**src/rtl/id_ex_skid.sv**
```systemverilog
// ---------------------------------------------------------------------------
// id_ex_skid
//   Decode -> execute pipeline register for the Y86 core. A ready/valid
//   handshake on both sides, a main entry that drives ex_* directly and a
//   skid entry that absorbs the one instruction decode may send in the same
//   cycle that execute stalls. id_ready depends only on registered state, so
//   there is no combinational path from ex_ready back to decode.
//   While no real instruction is held, the control fields read as a nop with
//   no destination registers, so a consumer ignoring ex_valid stays safe.
//
// Ports
//   clk, rst          clock (rising edge), asynchronous active-low reset
//   flush             synchronous squash of everything held (wins over all)
//   id_valid/id_ready decode-side handshake
//   id_icode..id_dstM decode control fields (BYTE_W)
//   id_valA..id_valP  decode data values (WORD_W)
//   ex_valid/ex_ready execute-side handshake
//   ex_icode..ex_dstM registered control fields (bubble values when idle)
//   ex_valA..ex_valP  registered data values (hold last value when idle)
//   occupancy         entries held: 0, 1 or 2
//   bubble_cnt        saturating count of cycles with ex_ready=1, ex_valid=0
// ---------------------------------------------------------------------------
module id_ex_skid #(
  parameter int                 WORD_W    = 32,
  parameter int                 BYTE_W    = 8,
  parameter logic [BYTE_W-1:0]  NOP_ICODE = 'h01,
  parameter logic [BYTE_W-1:0]  RNONE     = 'h0F,
  parameter int                 CNT_W     = 16
) (
  input  logic              clk,
  input  logic              rst,
  input  logic              flush,
  input  logic              id_valid,
  output logic              id_ready,
  input  logic [BYTE_W-1:0] id_icode,
  input  logic [BYTE_W-1:0] id_ifun,
  input  logic [BYTE_W-1:0] id_dstE,
  input  logic [BYTE_W-1:0] id_dstM,
  input  logic [WORD_W-1:0] id_valA,
  input  logic [WORD_W-1:0] id_valB,
  input  logic [WORD_W-1:0] id_valC,
  input  logic [WORD_W-1:0] id_valP,
  output logic              ex_valid,
  input  logic              ex_ready,
  output logic [BYTE_W-1:0] ex_icode,
  output logic [BYTE_W-1:0] ex_ifun,
  output logic [BYTE_W-1:0] ex_dstE,
  output logic [BYTE_W-1:0] ex_dstM,
  output logic [WORD_W-1:0] ex_valA,
  output logic [WORD_W-1:0] ex_valB,
  output logic [WORD_W-1:0] ex_valC,
  output logic [WORD_W-1:0] ex_valP,
  output logic [1:0]        occupancy,
  output logic [CNT_W-1:0]  bubble_cnt
);

  typedef enum logic [1:0] {
    EMPTY = 2'd0,
    ONE   = 2'd1,
    FULL  = 2'd2
  } state_t;

  state_t state, state_nxt;

  logic accept, pop;
  logic ld_main_id, ld_main_skid, ld_skid, to_bubble;

  logic [BYTE_W-1:0] skid_icode, skid_ifun, skid_dstE, skid_dstM;
  logic [WORD_W-1:0] skid_valA, skid_valB, skid_valC, skid_valP;

  function automatic logic [CNT_W-1:0] sat_inc(input logic [CNT_W-1:0] v);
    return (&v) ? v : v + CNT_W'(1);
  endfunction

  // Handshake derived purely from the state register.
  assign id_ready  = (state != FULL);
  assign ex_valid  = (state != EMPTY);
  assign occupancy = state;
  assign accept    = id_valid & id_ready;
  assign pop       = ex_valid & ex_ready;

  always_comb begin
    state_nxt    = state;
    ld_main_id   = 1'b0;
    ld_main_skid = 1'b0;
    ld_skid      = 1'b0;
    to_bubble    = 1'b0;
    if (flush) begin
      // Same-cycle accept is intentionally dropped.
      state_nxt = EMPTY;
      to_bubble = 1'b1;
    end else begin
      case (state)
        EMPTY: begin
          if (accept) begin
            ld_main_id = 1'b1;
            state_nxt  = ONE;
          end
        end
        ONE: begin
          if (accept && pop) begin
            ld_main_id = 1'b1;
          end else if (accept) begin
            ld_skid   = 1'b1;
            state_nxt = FULL;
          end else if (pop) begin
            to_bubble = 1'b1;
            state_nxt = EMPTY;
          end
        end
        FULL: begin
          if (pop) begin
            ld_main_skid = 1'b1;
            state_nxt    = ONE;
          end
        end
        default: begin
          to_bubble = 1'b1;
          state_nxt = EMPTY;
        end
      endcase
    end
  end

  always_ff @(posedge clk or negedge rst) begin
    if (!rst) state <= EMPTY;
    else      state <= state_nxt;
  end

  // Main entry: bubble fields on emptying, values keep their last contents.
  always_ff @(posedge clk or negedge rst) begin
    if (!rst) begin
      ex_icode <= NOP_ICODE;
      ex_ifun  <= '0;
      ex_dstE  <= RNONE;
      ex_dstM  <= RNONE;
      ex_valA  <= '0;
      ex_valB  <= '0;
      ex_valC  <= '0;
      ex_valP  <= '0;
    end else if (to_bubble) begin
      ex_icode <= NOP_ICODE;
      ex_ifun  <= '0;
      ex_dstE  <= RNONE;
      ex_dstM  <= RNONE;
    end else if (ld_main_id) begin
      ex_icode <= id_icode;
      ex_ifun  <= id_ifun;
      ex_dstE  <= id_dstE;
      ex_dstM  <= id_dstM;
      ex_valA  <= id_valA;
      ex_valB  <= id_valB;
      ex_valC  <= id_valC;
      ex_valP  <= id_valP;
    end else if (ld_main_skid) begin
      ex_icode <= skid_icode;
      ex_ifun  <= skid_ifun;
      ex_dstE  <= skid_dstE;
      ex_dstM  <= skid_dstM;
      ex_valA  <= skid_valA;
      ex_valB  <= skid_valB;
      ex_valC  <= skid_valC;
      ex_valP  <= skid_valP;
    end
  end

  // Skid entry: contents only meaningful in FULL, so no reset needed.
  always_ff @(posedge clk) begin
    if (ld_skid) begin
      skid_icode <= id_icode;
      skid_ifun  <= id_ifun;
      skid_dstE  <= id_dstE;
      skid_dstM  <= id_dstM;
      skid_valA  <= id_valA;
      skid_valB  <= id_valB;
      skid_valC  <= id_valC;
      skid_valP  <= id_valP;
    end
  end

  always_ff @(posedge clk or negedge rst) begin
    if (!rst)                     bubble_cnt <= '0;
    else if (ex_ready && !ex_valid) bubble_cnt <= sat_inc(bubble_cnt);
  end

endmodule
```
**config.mk**
```make
export PLATFORM = sky130hd
export DESIGN_NAME = id_ex_skid
export DESIGN_NICKNAME = d
export VERILOG_FILES = /design/src/rtl/id_ex_skid.sv
export SDC_FILE = /design/constraint.sdc
export NUM_CORES = 1
export LEC_CHECK = 0
export ABC_AREA = 1
export CAP_MARGIN = 20
export CORE_MARGIN = 3
export CORE_UTILIZATION = 45
export DETAILED_ROUTE_END_ITERATION = 10
export GPL_TIMING_DRIVEN = 0
export PLACE_DENSITY = 0.74
export SLEW_MARGIN = 25
export SYNTH_ARGS = -nofsm -noshare
export SYNTH_HDL_FRONTEND = slang
export SYNTH_SLANG_ARGS = --single-unit
export TNS_END_PERCENT = 5
```
**constraint.sdc**
```tcl
create_clock -name clk -period 18.1 [get_ports clk]
set_input_delay 1.81 -clock clk [delete_from_list [all_inputs] [get_ports clk]]
set_output_delay 1.81 -clock clk [all_outputs]
set_load 0.01 [all_outputs]
```
==> metrics.txt <==
outcome completed; Hold Fails Final Rpt 0; vias ~11000; EDFF count, synth 160; most area-consuming cells after synthesis edfxtp_1 (35%), dfrtp_1 (31%), nand2_1 (6.6%); gr ovfl total 0; vias in the first global route 11500; Num CTS Buffers 37; die area between 30000 and 40000 um^2; Synth Cell Area 13700 um^2; GRT Total Usage 24.0%; routed wire length 40.4 mm; Clock Latency Late Sink 510 ps; initial antenna violation count 6; Final Setup Violations 0; busiest grt layer met2; category of the worst setup path launch point input pin; data required time of the worst path 18300 ps; CTS Buffer Depth 3; WP data arrival a little over 4000 ps; TritonRoute pass-1 iters 5; initial DRC count approximately 750; root buffer cell clkbuf_16; Synth top area share 35.0%; # rows 63; power per cell area 120 nW/um^2; CTS tree done; clock sinks 338; Layout fillers 2353; synth unique cells 25; gpl congestion 0.872; reg2reg path depth 8; hold_sp ex_icode[6]$_DFFE_PN0P_; Seq/Total Area, Yosys 67.4%; initial core utilization 46.0%; actual slew at the worst max-slew pin 664 ps; Syn Nets 1437; chip height 181 um; Max transition margin 55.6%; Worst Setup EP skid_valP[13]$_DFFE_PP_; placed standard-cell area 17900 um^2; period utilization 21.6%; Hold Crit Class reg -> reg; setup TNS 0 ps; P&R area growth vs syn 38.9%; crit path kind in -> reg; DP HPWL between 20 and 30 mm; core area 29900 um^2; largest net degree at the start of global routing 81; Post-DRT Antenna Nets 0; Critical Path End Type flip-flop; layout cells sized above 1 8.52%; top-count cell post-synth nand2_1; DRC Markers 0; Reg2Reg Setup Slack around 15000 ps; RR Endpoint skid_valP[13]$_DFFE_PP_; global-route wire length before repair 62.9 mm; start point of the critical path flush; RSZ-0062 raised after global routing no; GR met3 Demand/Resource ~5.8%; postcts setup bufs 0; M1 GR Usage 31.2%; Final #Nets 1829; WL/cell 19.4 um; number of cells upsized or downsized after cts 0; Clock Skew 22.6 ps; FF+latch count, synth 338; synth cell count leaders nand2_1 (242), dfrtp_1 (169), nor2_1 (169); dominant cell type by area after synthesis edfxtp_1; pins over their slew limit 0; vias per cell 5.46; Port Buffers 343; Mean Syn Cell Area 10.8 um^2; Die Width 181 um; Crit Path Max Fanout 19; Mapped Cells roughly 1300; Max Clock Freq 256 MHz; predominant post-synthesis flop cell dfrtp_1; Hold Buf Count CTS 0; Reg clk slew, reported paths about 60 ps; Peak VDD IR 0.000105 V; Max Cap Violations 0; reg2reg start occupancy[1]$_DFFE_PN0P_; leakage about 7.5 nW; H-tree depth 2; ys async rst share 52.7%; I/O pin cnt 345; Design Area, Final 19100 um^2; min cycle time layout about 3900 ps; yosys warns 0; M2 GR Usage 39.8%
==> how the worst min path moves through the flow <==
stage,to,cells after the start,slack (ps)
2_1_floorplan,ex_valA[11]$_DFFE_PN0P_,2,510
3_3_place_gp,ex_dstM[4]$_DFFE_PN0P_,2,470
3_5_place_dp,ex_icode[6]$_DFFE_PN0P_,2,480
4_1_cts,ex_icode[6]$_DFFE_PN0P_,2,490
5_1_grt,ex_ifun[4]$_DFFE_PN0P_,2,520
6_report,ex_icode[6]$_DFFE_PN0P_,2,490
==> worst max-delay path, cell delays in order <==
cell and delay [ps]:
clkdlybuf4s50_1 490, nor2_4 210, and3_1 200, inv_1 90, nor2_4 520, buf_12 270, buf_16 180, buf_16 170
buf_16 160
==> layout make-up <==
class                           count  area [um^2]  share of cell area (%)
Sequential cell                   338         9270                    48.5
Multi-Input combinational cell    784         3810                    20.0
Timing Repair Buffer              353         3700                    19.4
Clock buffer                       59         1080                    5.66
Buffer                            100          489                    2.56
Tap cell                          390          488                    2.56
Inverter                           49          184                   0.963
Clock inverter                      7         63.8                   0.334
Antenna cell                        4         10.0                  0.0524
==> power breakdown <==
group,leakage (nW),switching [mW],total (mW),internal [mW]
logic,3.43,0.283,0.576,0.293
clock network,0.552,0.293,0.717,0.424
registers,3.50,0.0763,1.00,0.927
==> flip-flops by register name, summed over array words and instances (netlist names) <==
signal      flops
ex_valA        32
ex_valB        32
ex_valC        32
ex_valP        32
skid_valA      32
skid_valB      32
skid_valC      32
skid_valP      32
bubble_cnt     16
ex_dstE         8
ex_dstM         8
ex_icode        8
ex_ifun         8
skid_dstE       8
skid_dstM       8
skid_icode      8
skid_ifun       8
occupancy       2
==> per-layer routing <==
layer / vias up / routed length (um) / part of all wire, %
met2: 431 / 19700 / 49
met4: 4 / 1200 / 3.0
met1: 5546 / 16400 / 41
li1: 5326 / - / -
met5: - / 40 / 0.099
met3: 79 / 3130 / 7.7
==> placed cells by master (no fill, tap or decap), types with 27 or more instances in the layout <==
master,synthesis,final
o21ai_1,27,27
nand4_1,135,135
a31oi_1,128,128
edfxtp_1,160,160
dfrtp_1,169,169
nor2_1,169,168
clkbuf_1,31,48
nand2_1,242,242
buf_2,58,58
inv_1,49,49
clkdlybuf4s50_1,0,342
clkbuf_16,0,39
o21ai_0,37,37
==> kinds of logic (layout without fill, tap and decap cells) <==
family | count (synthesis) | after routing | share of synthesized area (%)
compound gates | 193 | 193 | 8.25
buf+inv | 149 | 568 | 4.90
flops | 338 | 338 | 67.4
simple gates | 582 | 582 | 18.8
fa+ha+maj | 1 | 1 | 0.0910
xor+xnor | 8 | 8 | 0.510
other cells | 0 | 4 | 0
==> through the flow <==
step           power, mW  hold slack, ps  instances  util, %  worst slack, ps
2_1_floorplan       1.25             511       1271        -             8530
3_3_place_gp        1.58             468       2004     59.1             4500
3_5_place_dp        1.59             477       2014     60.0            13660
4_1_cts             2.31             492       2080     63.9            14190
5_1_grt             2.40             520       2084     63.9            14100
6_report            2.30             489       2084     63.9            14190
Power figures use the tool's default switching activity.
